--- config.mk ---
export PLATFORM = sky130hd
export DESIGN_NAME = gray_codec
export DESIGN_NICKNAME = d
export VERILOG_FILES = /design/src/rtl/gray_codec.sv
export SDC_FILE = /design/constraint.sdc
export NUM_CORES = 1
export LEC_CHECK = 0
export CELL_PAD_IN_SITES_DETAIL_PLACEMENT = 1
export CELL_PAD_IN_SITES_GLOBAL_PLACEMENT = 2
export CORE_ASPECT_RATIO = 1.1
export CORE_MARGIN = 2
export CORE_UTILIZATION = 31
export DETAILED_ROUTE_END_ITERATION = 16
export PLACE_DENSITY_LB_ADDON = 0.12
export SKIP_LAST_GASP = 1
export SYNTH_ARGS = -nofsm -noshare
export SYNTH_HDL_FRONTEND = slang
export SYNTH_SLANG_ARGS = --single-unit
--- constraint.sdc ---
create_clock -name clk -period 2.8 [get_ports clk]
set_input_delay 0.56 -clock clk [delete_from_list [all_inputs] [get_ports clk]]
set_output_delay 0.56 -clock clk [all_outputs]
set_load 0.01 [all_outputs]
--- src/rtl/gray_codec.sv ---
// Two-stage valid/ready binary<->gray converter; each word carries its own mode bit.
// Optional single-bit-step monitor on mode-0 outputs is enabled by defining GRAY_CODEC_STEP_CHECK_EN.
module gray_codec #(
    parameter int N = 8
) (
    input  logic         clk,
    input  logic         rst,
    input  logic         in_valid,
    output logic         in_ready,
    input  logic [N-1:0] in_data,
    input  logic         in_mode,
    output logic         out_valid,
    input  logic         out_ready,
    output logic [N-1:0] out_data,
    output logic         out_mode,
    output logic         out_step
);

    typedef enum logic {
        MODE_B2G = 1'b0,
        MODE_G2B = 1'b1
    } mode_e;

    typedef struct packed {
        logic [N-1:0] data;
        mode_e        mode;
    } word_t;

    word_t s1, s2;
    logic  s1_valid, s2_valid;
    logic  s2_adv;

    // Both directions share the MSB; below it, b2g XORs neighbouring inputs while
    // g2b XORs with the already-decoded bit above (the prefix-XOR chain).
    function automatic logic [N-1:0] convert(input logic [N-1:0] d, input mode_e m);
        logic [N-1:0] r;
        r[N-1] = d[N-1];
        for (int i = N - 2; i >= 0; i--) begin
            r[i] = (m == MODE_B2G) ? (d[i+1] ^ d[i]) : (r[i+1] ^ d[i]);
        end
        return r;
    endfunction

    assign s2_adv   = !s2_valid || out_ready;
    assign in_ready = !s1_valid || s2_adv;

    // NOTE: state registers use non-blocking assignment so every stage samples
    // the pre-edge value of the stage before it.
    always_ff @(posedge clk) begin
        if (rst) begin
            s1_valid <= 1'b0;
            s2_valid <= 1'b0;
            // NOTE: only S2's payload is reset because it is directly visible on the
            // outputs; S1's payload is never used while S1 is invalid.
            s2       <= '0;
        end else begin
            if (in_ready) begin
                s1_valid <= in_valid;
                if (in_valid) begin
                    s1 <= '{data: in_data, mode: mode_e'(in_mode)};
                end
            end
            if (s2_adv) begin
                s2_valid <= s1_valid;
                if (s1_valid) begin
                    s2 <= '{data: convert(s1.data, s1.mode), mode: s1.mode};
                end
            end
        end
    end

    assign out_valid = s2_valid;
    assign out_data  = s2.data;
    assign out_mode  = s2.mode;

`ifdef GRAY_CODEC_STEP_CHECK_EN
    logic [N-1:0] hist;
    logic         hist_valid;
    logic [N-1:0] diff;

    always_ff @(posedge clk) begin
        if (rst) begin
            hist_valid <= 1'b0;
        end else if (out_valid && out_ready && s2.mode == MODE_B2G) begin
            hist_valid <= 1'b1;
        end
    end

    // History payload only matters once hist_valid is set.
    always_ff @(posedge clk) begin
        if (out_valid && out_ready && s2.mode == MODE_B2G) begin
            hist <= s2.data;
        end
    end

    assign diff     = s2.data ^ hist;
    assign out_step = hist_valid && (s2.mode == MODE_B2G) && ($countones(diff) == 1);
`else
    assign out_step = 1'b0;
`endif

endmodule

==> summary.md <==
| Metric | Value |
|---|---|
| Post-synthesis instance area | `between 900 and 1000 sq um` |
| Transition time of the tightest slew-check pin | `between 0.5 and 0.6 ns` |
| Library cell appearing most often on the critical path | `sky130_fd_sc_hd__clkdlybuf4s50_1` |
| Buffer cell driving the clock tree root | `sky130_fd_sc_hd__clkbuf_4` |
| Net switching share of the total power | `0.260` |
| Setup repair after global routing missed its margin | `no` |
| Number of antenna violations at the first check in global routing | `0` |
| Startpoint-to-endpoint class of the critical path | `in -> out` |
| Part of the power in registers | `0.568` |
| Total routing usage reported by global routing | `0.114` |
| I/O pin total | `25` |
| Main area contributors after synthesis | `sky130_fd_sc_hd__edfxtp_1, sky130_fd_sc_hd__dfxtp_1, sky130_fd_sc_hd__xnor2_1` |
| Overall power consumption | `0.588 mW` |
| Die area | `about 3500 sq um` |
| Power per Cell Area | `481 nW/um^2` |
| Count of standard-cell rows | `21` |
| Critical path buffers and inverters | `2` |
| Starting Density | `0.318` |
| Net count after synthesis | `100` |
| Final instance area | `1220 sq um` |
| Normalized max-slew margin | `0.629` |
| Cell area after placement | `1200 sq um` |
| Antenna diode count | `0` |
| Achievable clock frequency | `409 MHz` |
| Largest area contributor in the synthesized netlist | `sky130_fd_sc_hd__edfxtp_1` |
| Setup clock skew after layout | `0.00256 ns` |
| Routed wirelength normalized by instance count | `12.4 um` |
| Wire length of the first global-routing pass | `2.97 mm` |
| Total routed wirelength | `1.77 mm` |
| Maximum number of pins on one net before global-route repair | `18` |
| Share of final-layout standard cells stronger than drive strength 1 | `0.0642` |
| Number of library cell types mapped by synthesis | `28` |
| CP Data Arrival Time | `between 1.5 and 2 ns` |
| Cts hold-fix bufs | `0` |
| Clk network pwr share | `0.253` |
| Slew Limit Fails | `0` |
| Most instantiated flip-flop cell in the synthesis netlist | `sky130_fd_sc_hd__dfxtp_1` |
| Tcrit/Tclk final | `0.873` |
| Cell-internal power | `0.436 mW` |
| Drt first pass iters | `2` |
| Sum of overflow across all layers after global routing | `0` |
| Count of input and output buffers | `23` |
| Die height | `61.9 um` |
| Type of element capturing the critical path | `output pin` |
| Critical Path Slowest Stage Cell | `sky130_fd_sc_hd__clkdlybuf4s50_1` |
| Proportion of netlist area held by the largest area contributor | `0.286` |
| Category of cells accounting for the largest share of critical-path delay | `buffers and inverters` |
| Post-detailed-placement half-perimeter wirelength | `1.37 mm` |
| Latest clock arrival within the worst-skew pair | `just over 0.3 ns` |
| Final core utilization | `0.412` |
| Clock transition at the registers of the reported paths | `0.12 ns` |
| Max H-tree Level | `1` |
| Final Wtd Congestion | `0.686` |
| Crit-path max cell delay | `0.49 ns` |
| Outcome | `finished, final reports clean` |
| Via count of the first global-routing pass | `667` |
| Post-CTS setup buffer count | `0` |
| Number of nets in the layout | `123` |
| Area added between synthesis and finish | `29.7%` |
| Worst hold margin | `0.464 ns` |
| Fin Setup TNS | `0 ns` |
| Switching power | `0.153 mW` |
| Residual DRC | `0` |
| Number of warning messages in the yosys log | `0` |
| Gate count after technology mapping | `between 80 and 90` |
| Core Box Area | `2970 sq um` |
| Crit start category | `input port` |
| Layout fillers | `354` |
| Worst path required time | `2.24 ns` |
| Number of synthesized register bits | `20` |
| Clock period minus worst slack | `2.44 ns` |
| Total of cells resized after clock tree synthesis | `0` |
| Worst IR Drop VDD | `between 0.2 and 0.3 mV` |
| Die extent in x | `between 50 and 60 um` |
| Ordered cell list for the critical path | `clkdlybuf4s50_1 > nor2b_1 > nand2_1 > clkdlybuf4s50_1` |
| Starting DRC count in detailed routing | `3` |
| Mean post-synth cell area | `10.8 sq um` |
| Class of the tightest hold or removal check | `reg -> reg` |
| FFs w/ async S/R, synth | `0` |
| Leakage power total | `0.444 nW` |
| Ratio of routed vias to standard cells | `4.82` |
| TritonCTS Buffers | `3` |
| Final-report hold violation count | `0` |
| CTS Buffer Depth | `2` |
| Combinational share of power | `0.179` |
| Total of max-cap violations | `0` |
| Final setup viols | `0` |
| Number of routed nets with antenna violations | `0` |
| Number of enable flip-flop cells after synthesis | `9` |
| Number of clock sinks | `20` |
| Total via count in the routed design | `689` |
| Worst Path Max Fanout | `6` |
| Sequential area share after synthesis | `0.520` |
| CTS tree | `done` |
==> worst register-to-register path: cells and delay by family (launching register included) <==
kind / cells / cell delay, ns
flip-flops: 1 / 0.46
AO/OA/AOI/OAI: 1 / 0.19
XOR/XNOR: 2 / 0.79
AND/OR/NAND/NOR: 1 / 0.18
==> final timing paths <==
kind	start	end	slack [ns]	depth (start not counted)
max	out_ready	in_ready	0.36	4
min	out_data[5]	out_data[5]	0.46	2
max reg2reg	s1[8]	out_data[0]	1.10	4
min reg2reg	out_data[5]	out_data[5]	0.46	2
==> kinds of logic after synthesis <==
kind of cell | count (synthesis) | share of synthesized area
mux | 1 | 0.0106
flops | 20 | 0.520
compound gates | 13 | 0.101
simple gates | 32 | 0.172
xor+xnor | 13 | 0.160
other cells | 1 | 0.00397
buf+inv | 7 | 0.0318
==> cell type report <==
type	instances	area (sq um)	share of cell area
well taps	34	42.5	0.0348
repair buffers	24	238	0.194
inverters	1	3.75	0.00307
clock inverters	1	3.75	0.00307
flip-flops and latches	20	490	0.401
clock buffers	3	22.5	0.0184
multi-input cells	60	423	0.346
==> power by group through the flow <==
stage	Clock, mW	Sequential [mW]	Combinational [mW]
after floorplan	0	0.342	0.0601
after global placement	0	0.340	0.106
after detailed placement	0	0.341	0.107
after CTS	0.157	0.334	0.108
after global routing	0.170	0.337	0.116
final	0.149	0.334	0.105
==> flip-flops by register name (all words and copies together), names as in the netlist <==
| name | cells |
|---|---|
| out_mode | 1 |
| out_valid | 1 |
| out_data | 8 |
| s1 | 9 |
| s1_valid | 1 |
==> through the flow <==
step           cells  worst slack [ns]
4_1_cts          143             0.375
6_report         143             0.356
3_5_place_dp     139             0.388
3_3_place_gp     139             0.400
5_1_grt          143             0.296
2_1_floorplan     87              1.24
==> cells in the mapped netlist, types with 2 or more instances <==
cell type and number:
sky130_fd_sc_hd__a21oi_1 6, sky130_fd_sc_hd__clkbuf_1 5, sky130_fd_sc_hd__dfxtp_1 11, sky130_fd_sc_hd__edfxtp_1 9, sky130_fd_sc_hd__nand2_1 15, sky130_fd_sc_hd__nand2b_1 2, sky130_fd_sc_hd__nand3b_1 5, sky130_fd_sc_hd__nor2_1 4
sky130_fd_sc_hd__nor2b_1 2, sky130_fd_sc_hd__o311ai_1 2, sky130_fd_sc_hd__xnor2_1 7, sky130_fd_sc_hd__xor2_1 3
==> cells in the final DEF, fill, tap and decap left out, types with 3 or more instances in the layout <==
cell,netlist,layout
sky130_fd_sc_hd__a21oi_1,6,6
sky130_fd_sc_hd__clkbuf_4,0,3
sky130_fd_sc_hd__clkdlybuf4s50_1,0,23
sky130_fd_sc_hd__dfxtp_1,11,11
sky130_fd_sc_hd__edfxtp_1,9,9
sky130_fd_sc_hd__nand2_1,15,15
sky130_fd_sc_hd__nand3b_1,5,5
sky130_fd_sc_hd__nor2_1,4,4
sky130_fd_sc_hd__xnor2_1,7,7
sky130_fd_sc_hd__xor2_1,3,3
==> per-layer routing <==
metal	share of wire	vias up	GRT usage	wire length [um]
met4	0.026	0	0.0714	46
li1	-	343	-	-
met5	0	-	0	0
met3	0.040	5	0.0248	71
met1	0.43	325	0.130	767
met2	0.50	16	0.198	882
(Power assumes the default switching activity.)
